**config.mk**
```make
export PLATFORM = sky130hd
export DESIGN_NAME = spi_slave_sync
export DESIGN_NICKNAME = d
export VERILOG_FILES = /design/src/rtl/spi_slave_sync_pkg.sv /design/src/rtl/sync_edge_det.sv /design/src/rtl/spi_slave_sync.sv
export SDC_FILE = /design/constraint.sdc
export NUM_CORES = 1
export LEC_CHECK = 0
export CORE_MARGIN = 2
export CORE_UTILIZATION = 35
export DETAILED_ROUTE_END_ITERATION = 12
export MAX_ROUTING_LAYER = met4
export PLACE_DENSITY = 0.66
export REMOVE_ABC_BUFFERS = 1
export SETUP_SLACK_MARGIN = 0.2
export SKIP_LAST_GASP = 1
export SYNTH_ARGS = -nofsm -noshare
export SYNTH_HDL_FRONTEND = slang
export SYNTH_HIERARCHICAL = 1
export SYNTH_SLANG_ARGS = --single-unit
```
**constraint.sdc**
```tcl
create_clock -name clk -period 2.3 [get_ports clk]
set_clock_uncertainty 0.05 [all_clocks]
set_input_delay 0.345 -clock clk [delete_from_list [all_inputs] [get_ports clk]]
set_output_delay 0.345 -clock clk [all_outputs]
set_load 0.03 [all_outputs]
```
**src/rtl/spi_slave_sync_pkg.sv**
```systemverilog
// Shared definitions for the clk-synchronous SPI slave: mode encodings, FSM states and
// the bit-counter width helper.
package spi_slave_sync_pkg;

  // SPI mode encoding {CPOL, CPHA}
  localparam logic [1:0] MODE0 = 2'b00;
  localparam logic [1:0] MODE1 = 2'b01;
  localparam logic [1:0] MODE2 = 2'b10;
  localparam logic [1:0] MODE3 = 2'b11;

  typedef enum logic {
    StIdle,
    StActive
  } state_e;

  function automatic int unsigned cnt_width(input int unsigned width);
    return $clog2(width + 1);
  endfunction

endpackage

```
**src/rtl/sync_edge_det.sv**
```systemverilog
// N-stage synchroniser for an asynchronous input with rise/fall pulses taken from the
// last two stages.
module sync_edge_det #(
  parameter int unsigned STAGES = 2
) (
  input  logic clk,
  input  logic clr,
  input  logic d,
  output logic q,
  output logic rise,
  output logic fall
);

  // sync_q[0] is the newest sample, sync_q[STAGES-1] the oldest
  logic [STAGES-1:0] sync_q, sync_d;

  always_comb begin
    sync_d = {sync_q[STAGES-2:0], d};
  end

  always_ff @(posedge clk or posedge clr) begin
    if (clr) begin
      sync_q <= '0;
    end else begin
      sync_q <= sync_d;
    end
  end

  assign q    = sync_q[STAGES-1];
  assign rise = sync_q[STAGES-2] & ~sync_q[STAGES-1];
  assign fall = ~sync_q[STAGES-2] & sync_q[STAGES-1];

endmodule

```
**src/rtl/spi_slave_sync.sv**
```systemverilog
// System-clock-synchronous SPI slave: oversampled SCLK/CS_N/MOSI, all four CPOL/CPHA
// modes, multi-word frames, valid/ready handshakes on both directions.
module spi_slave_sync
  import spi_slave_sync_pkg::*;
#(
  parameter int unsigned WIDTH       = 13,
  parameter bit          CPOL        = 1'b0,
  parameter bit          CPHA        = 1'b0,
  parameter bit          MSB_FIRST   = 1'b1,
  parameter int unsigned SYNC_STAGES = 2
) (
  input  logic             clk,
  input  logic             clr,
  input  logic             sclk,
  input  logic             cs_n,
  input  logic             mosi,
  output logic             miso,
  output logic             miso_oe,
  input  logic [WIDTH-1:0] tx_data,
  input  logic             tx_valid,
  output logic             tx_ready,
  output logic [WIDTH-1:0] rx_data,
  output logic             rx_valid,
  input  logic             rx_ready,
  output logic             rx_overrun,
  output logic             tx_underrun,
  output logic             busy
);

  localparam int unsigned CntW          = cnt_width(WIDTH);
  localparam logic [1:0]  Mode          = {CPOL, CPHA};
  localparam bit          SampleLeading = (Mode == MODE0) || (Mode == MODE2);

  logic sclk_rise, sclk_fall, cs_rise, cs_fall, mosi_s;
  logic unused_sclk_q, unused_cs_q, unused_mosi_rise, unused_mosi_fall;

  sync_edge_det #(.STAGES(SYNC_STAGES)) u_sclk_sync (
    .clk  (clk),
    .clr  (clr),
    .d    (sclk),
    .q    (unused_sclk_q),
    .rise (sclk_rise),
    .fall (sclk_fall)
  );

  sync_edge_det #(.STAGES(SYNC_STAGES)) u_cs_sync (
    .clk  (clk),
    .clr  (clr),
    .d    (cs_n),
    .q    (unused_cs_q),
    .rise (cs_rise),
    .fall (cs_fall)
  );

  sync_edge_det #(.STAGES(SYNC_STAGES)) u_mosi_sync (
    .clk  (clk),
    .clr  (clr),
    .d    (mosi),
    .q    (mosi_s),
    .rise (unused_mosi_rise),
    .fall (unused_mosi_fall)
  );

  logic leading, trailing, sample_edge, shift_edge;
  assign leading     = CPOL ? sclk_fall : sclk_rise;
  assign trailing    = CPOL ? sclk_rise : sclk_fall;
  assign sample_edge = SampleLeading ? leading : trailing;
  assign shift_edge  = SampleLeading ? trailing : leading;

  state_e            state_q, state_d;
  logic [CntW-1:0]   bit_cnt_q, bit_cnt_d;
  logic [WIDTH-1:0]  tx_sh_q, tx_sh_d, rx_sh_q, rx_sh_d, hold_q, hold_d;
  logic [WIDTH-1:0]  rx_data_q, rx_data_d;
  logic              hold_full_q, hold_full_d, rx_valid_q, rx_valid_d;
  logic              rx_overrun_q, rx_overrun_d, tx_underrun_q, tx_underrun_d;
  logic              load_pend_q, load_pend_d, skip_shift_q, skip_shift_d;
  logic              do_load, tx_capture;
  logic [WIDTH-1:0]  rx_word;

  always_comb begin
    state_d       = state_q;
    bit_cnt_d     = bit_cnt_q;
    tx_sh_d       = tx_sh_q;
    rx_sh_d       = rx_sh_q;
    hold_d        = hold_q;
    hold_full_d   = hold_full_q;
    rx_data_d     = rx_data_q;
    rx_valid_d    = rx_valid_q;
    load_pend_d   = load_pend_q;
    skip_shift_d  = skip_shift_q;
    rx_overrun_d  = 1'b0;
    tx_underrun_d = 1'b0;
    do_load       = 1'b0;
    rx_word       = '0;
    tx_capture    = tx_valid && !hold_full_q;

    if (rx_valid_q && rx_ready) begin
      rx_valid_d = 1'b0;
    end

    unique case (state_q)
      StIdle: begin
        if (cs_fall) begin
          state_d      = StActive;
          do_load      = 1'b1;
          bit_cnt_d    = '0;
          load_pend_d  = 1'b0;
          // Trailing-edge sampling: word is already on miso, first leading edge is a no-op
          skip_shift_d = !SampleLeading;
        end
      end
      StActive: begin
        if (cs_rise) begin
          state_d      = StIdle;
          bit_cnt_d    = '0;
          load_pend_d  = 1'b0;
          skip_shift_d = 1'b0;
          tx_sh_d      = '0;
        end else begin
          if (shift_edge) begin
            if (load_pend_q) begin
              do_load     = 1'b1;
              load_pend_d = 1'b0;
            end else if (skip_shift_q) begin
              skip_shift_d = 1'b0;
            end else begin
              tx_sh_d = MSB_FIRST ? {tx_sh_q[WIDTH-2:0], 1'b0} : {1'b0, tx_sh_q[WIDTH-1:1]};
            end
          end
          if (sample_edge) begin
            rx_word = MSB_FIRST ? {rx_sh_q[WIDTH-2:0], mosi_s} : {mosi_s, rx_sh_q[WIDTH-1:1]};
            rx_sh_d = rx_word;
            if (bit_cnt_q == CntW'(WIDTH - 1)) begin
              bit_cnt_d   = '0;
              load_pend_d = 1'b1;
              if (rx_valid_q && !rx_ready) begin
                rx_overrun_d = 1'b1;
              end else begin
                rx_data_d  = rx_word;
                rx_valid_d = 1'b1;
              end
            end else begin
              bit_cnt_d = bit_cnt_q + CntW'(1);
            end
          end
        end
      end
      default: state_d = StIdle;
    endcase

    // An empty holding register lets a same-cycle capture bypass straight to the shifter
    if (do_load) begin
      if (hold_full_q) begin
        tx_sh_d     = hold_q;
        hold_full_d = 1'b0;
      end else if (tx_capture) begin
        tx_sh_d = tx_data;
      end else begin
        tx_sh_d       = '0;
        tx_underrun_d = 1'b1;
      end
    end else if (tx_capture) begin
      hold_d      = tx_data;
      hold_full_d = 1'b1;
    end
  end

  always_ff @(posedge clk or posedge clr) begin
    if (clr) begin
      state_q       <= StIdle;
      bit_cnt_q     <= '0;
      tx_sh_q       <= '0;
      rx_sh_q       <= '0;
      hold_q        <= '0;
      hold_full_q   <= 1'b0;
      rx_data_q     <= '0;
      rx_valid_q    <= 1'b0;
      rx_overrun_q  <= 1'b0;
      tx_underrun_q <= 1'b0;
      load_pend_q   <= 1'b0;
      skip_shift_q  <= 1'b0;
    end else begin
      state_q       <= state_d;
      bit_cnt_q     <= bit_cnt_d;
      tx_sh_q       <= tx_sh_d;
      rx_sh_q       <= rx_sh_d;
      hold_q        <= hold_d;
      hold_full_q   <= hold_full_d;
      rx_data_q     <= rx_data_d;
      rx_valid_q    <= rx_valid_d;
      rx_overrun_q  <= rx_overrun_d;
      tx_underrun_q <= tx_underrun_d;
      load_pend_q   <= load_pend_d;
      skip_shift_q  <= skip_shift_d;
    end
  end

  logic active;
  assign active      = (state_q == StActive);
  assign miso        = active & (MSB_FIRST ? tx_sh_q[WIDTH-1] : tx_sh_q[0]);
  assign miso_oe     = active;
  assign busy        = active;
  assign tx_ready    = ~hold_full_q;
  assign rx_data     = rx_data_q;
  assign rx_valid    = rx_valid_q;
  assign rx_overrun  = rx_overrun_q;
  assign tx_underrun = tx_underrun_q;

endmodule

```
==> out/qor.json, run 1 <==
{
  "boundaryPins": {"value": 40},
  "timing.critical_path.from_type": {"value": "register"},
  "p_comb_share": {"value": 19.8, "unit": "%"},
  "max_clock_freq": {"value": 496.8, "unit": "MHz"},
  "io_buffer_count": {"value": 39},
  "globalRouteOverflowTotal": {"value": 0},
  "drc": {"value": 0},
  "insertion_delay": {"value": 0.34, "unit": "ns"},
  "globalplace.congestion": {"value": 0.7651},
  "setup_viol_count_final": {"value": 0},
  "cts_tree": {"value": "yes"},
  "drv_cap": {"value": 0},
  "fin_cells": {"value": 430},
  "die-area": {"value": 9631, "unit": "µm²"},
  "vias": {"value": 2203},
  "netSwitchingPower": {"value": 924.4, "unit": "µW"},
  "clock_tree_buf_depth": {"value": 2},
  "synth_area_per_cell": {"value": 11.20, "unit": "µm²"},
  "coreArea": {"value": 8678, "unit": "µm²"},
  "leakage": {"value": 1.782, "unit": "nW"},
  "gr-usage-all-layers": {"value": 14.49, "unit": "%"},
  "grt_max_degree": {"value": 43},
  "wire_per_inst": {"value": 14.47, "unit": "µm"},
  "slew_violations": {"value": 0},
  "relSlewSlack": {"value": 49.81, "unit": "%"},
  "sequentialPowerShare": {"value": 47.4, "unit": "%"},
  "final_hold_viol_count": {"value": 0},
  "post_route_cells_drive_above_1_share": {"value": 20.50, "unit": "%"},
  "path_class": {"value": "register to output pin"},
  "ir_drop": {"value": 0.3479, "unit": "mV"},
  "fin_setup_tns": {"value": 0, "unit": "ns"},
  "antenna_cells_inserted": {"value": 0},
  "status": {"value": "finished clean"},
  "data_required_critical_path": {"value": 1.90, "unit": "ns"},
  "post_detailed_placement_half_perimeter_wirelength": {"value": 4069, "unit": "µm"},
  "die_w": {"value": 98.14, "unit": "µm"},
  "tritoncts_num_sinks": {"value": 67},
  "area_delta_synth_final": {"value": 23.84, "unit": "%"},
  "clkSlewWorstSetupHoldPaths": {"value": 0.07, "unit": "ns"},
  "crit_fanout": {"value": 13},
  "worstSetupStartpoint": {"value": "busy"},
  "hold_buffers": {"value": 0},
  "placementRows": {"value": 34},
  "worst_ep_arrival_time": {"value": 1.62, "unit": "ns"},
  "cts-root-buf": {"value": "clkbuf_8"},
  "ctsHtreeMaxLevel": {"value": 3},
  "antenna_violations_before_repair": {"value": 0},
  "pd_cells": {"value": 880.2, "unit": "nW/µm²"},
  "tritoncts.num_buffers": {"value": 9},
  "final.period_utilization": {"value": 87.52, "unit": "%"},
  "die_height": {"value": 98.14, "unit": "µm"},
  "drt_pass_1_iters": {"value": 4},
  "critical_path.reg2reg.startpoint": {"value": "u_cs_sync/sync_q[0]"},
  "initial_core_util": {"value": 35.74, "unit": "%"},
  "p_int": {"value": 2.457, "unit": "mW"},
  "grt_setup_unrepaired": {"value": "false"},
  "avgViaCountPerCell": {"value": 5.123},
  "drt.antenna.violating_nets": {"value": 0},
  "min_path_type": {"value": "input pin to asynchronous set/reset pin"},
  "netlist_instances": {"value": 277},
  "clock_period_minus_worst_slack": {"value": 2.013, "unit": "ns"},
  "detail_route.wirelength": {"value": 6220, "unit": "µm"},
  "setup.worst_path.end_class": {"value": "output pin"},
  "share_clk_of_total_power": {"value": 32.8, "unit": "%"},
  "worstMarginPinSlew": {"value": 0.7524, "unit": "ns"},
  "via_count_of_the_first_global_routing_pass": {"value": 2227},
  "synth-warning-count": {"value": 6},
  "drt_iter0_drc": {"value": 116},
  "number_of_instances_in_the_placed_design": {"value": 414},
  "grt_pass1_wl": {"value": 10940, "unit": "µm"},
  "syn-cell-area": {"value": 3102, "unit": "µm²"},
  "finalNetCount": {"value": 339},
  "switching_share": {"value": 27.34, "unit": "%"},
  "report.power.total": {"value": 3.381, "unit": "mW"},
  "layout.core_utilization": {"value": 44.26, "unit": "%"}
}
==> layout by cell type (no fill, tap or decap), types with 12 or more instances in the layout <==
cell             count
nand2_1             51
clkdlybuf4s50_1     38
nand4b_1            12
a2bb2o_1            12
a21oi_1             13
dfrtp_1             66
a31oi_1             13
nand3b_1            13
mux2_2              16
==> state kept, by name, summed over array words and instances (netlist names), 2 cells and up <==
register / flops
hold_q: 13
rx_sh_q: 12
u_mosi_sync/sync_q: 2
rx_data: 13
u_sclk_sync/sync_q: 2
tx_sh_q: 13
u_cs_sync/sync_q: 2
bit_cnt_q: 4
==> metal layers <==
layer  routed length (µm)  track usage, %  vias up
met5                    0               -        -
li1                     -               -     1049
met2                 2891           20.71       63
met4                  114           6.955        0
met1                 2919           19.85     1080
met3                  294           2.792       11
==> path summary, 6_finish.rpt <==
path                                          to  cells past startpoint  slack [ns]
setup / recovery                            miso                      2        0.29
hold / removal             u_mosi_sync/sync_q[0]                      2        0.21
setup reg to reg                       hold_q[8]                      4        0.33
hold reg to reg            u_mosi_sync/sync_q[1]                      0        0.30
max in group asynchronous                   busy                      3        1.29
min in group clk           u_mosi_sync/sync_q[1]                      0        0.30
==> final cells by class <==
cell class | count | area, µm²
Clock buffer | 11 | 151.4
Clock inverter | 5 | 75.07
Fill cell | 829 | 4837
Inverter | 10 | 37.54
Multi-Input combinational cell | 179 | 1289
Sequential cell | 67 | 1678
Tap cell | 108 | 135.1
Timing Repair Buffer | 50 | 475.5
==> critical path: stages (launching register included) <==
cell	delay (ns)
dfrtp_2	0.46
and2_1	0.15
clkdlybuf4s50_1	0.66
==> power by group through the flow <==
stage          Sequential [mW]  Combinational [mW]  Clock, mW
2_1_floorplan             1.59               0.475          0
3_3_place_gp              1.61               0.658          0
3_5_place_dp              1.62               0.674          0
4_1_cts                   1.60               0.677       1.13
5_1_grt                   1.64               0.766       1.19
6_report                  1.60               0.669       1.11
==> stage by stage <==
stage / hold slack (ns) / worst slack, ns / cell area [µm²]
floorplan: 0.03618 / -0.7065 / 2990
global placement: 0.2832 / 0.2867 / 3603
detailed placement: 0.2858 / 0.1926 / 3603
CTS: 0.2087 / 0.2542 / 3834
global route: 0.2227 / 0.2077 / 3841
finish: 0.2140 / 0.2871 / 3841
==> timing repair <==
| item | 4_1_cts | 5_1_grt |
|---|---|---|
| endpoints found under the setup margin | 11 | 11 |
| resized for setup | 2 | 2 |
| buffers inserted | 0 | 0 |
No activity file was read; power rests on OpenSTA's default activity.
==> inputs of run 2 (changes only) <==
- CTS_CLUSTER_SIZE: not set -> 16
==> results of run 2 <==
Final layout, timing and power as in run 1 (identical DEF).
==> inputs of run 3 (changes only) <==
- HOLD_SLACK_MARGIN: not set -> 0.15
- SLEW_MARGIN: not set -> 10
==> results of run 3 <==
Final layout, timing and power as in run 1 (identical DEF).
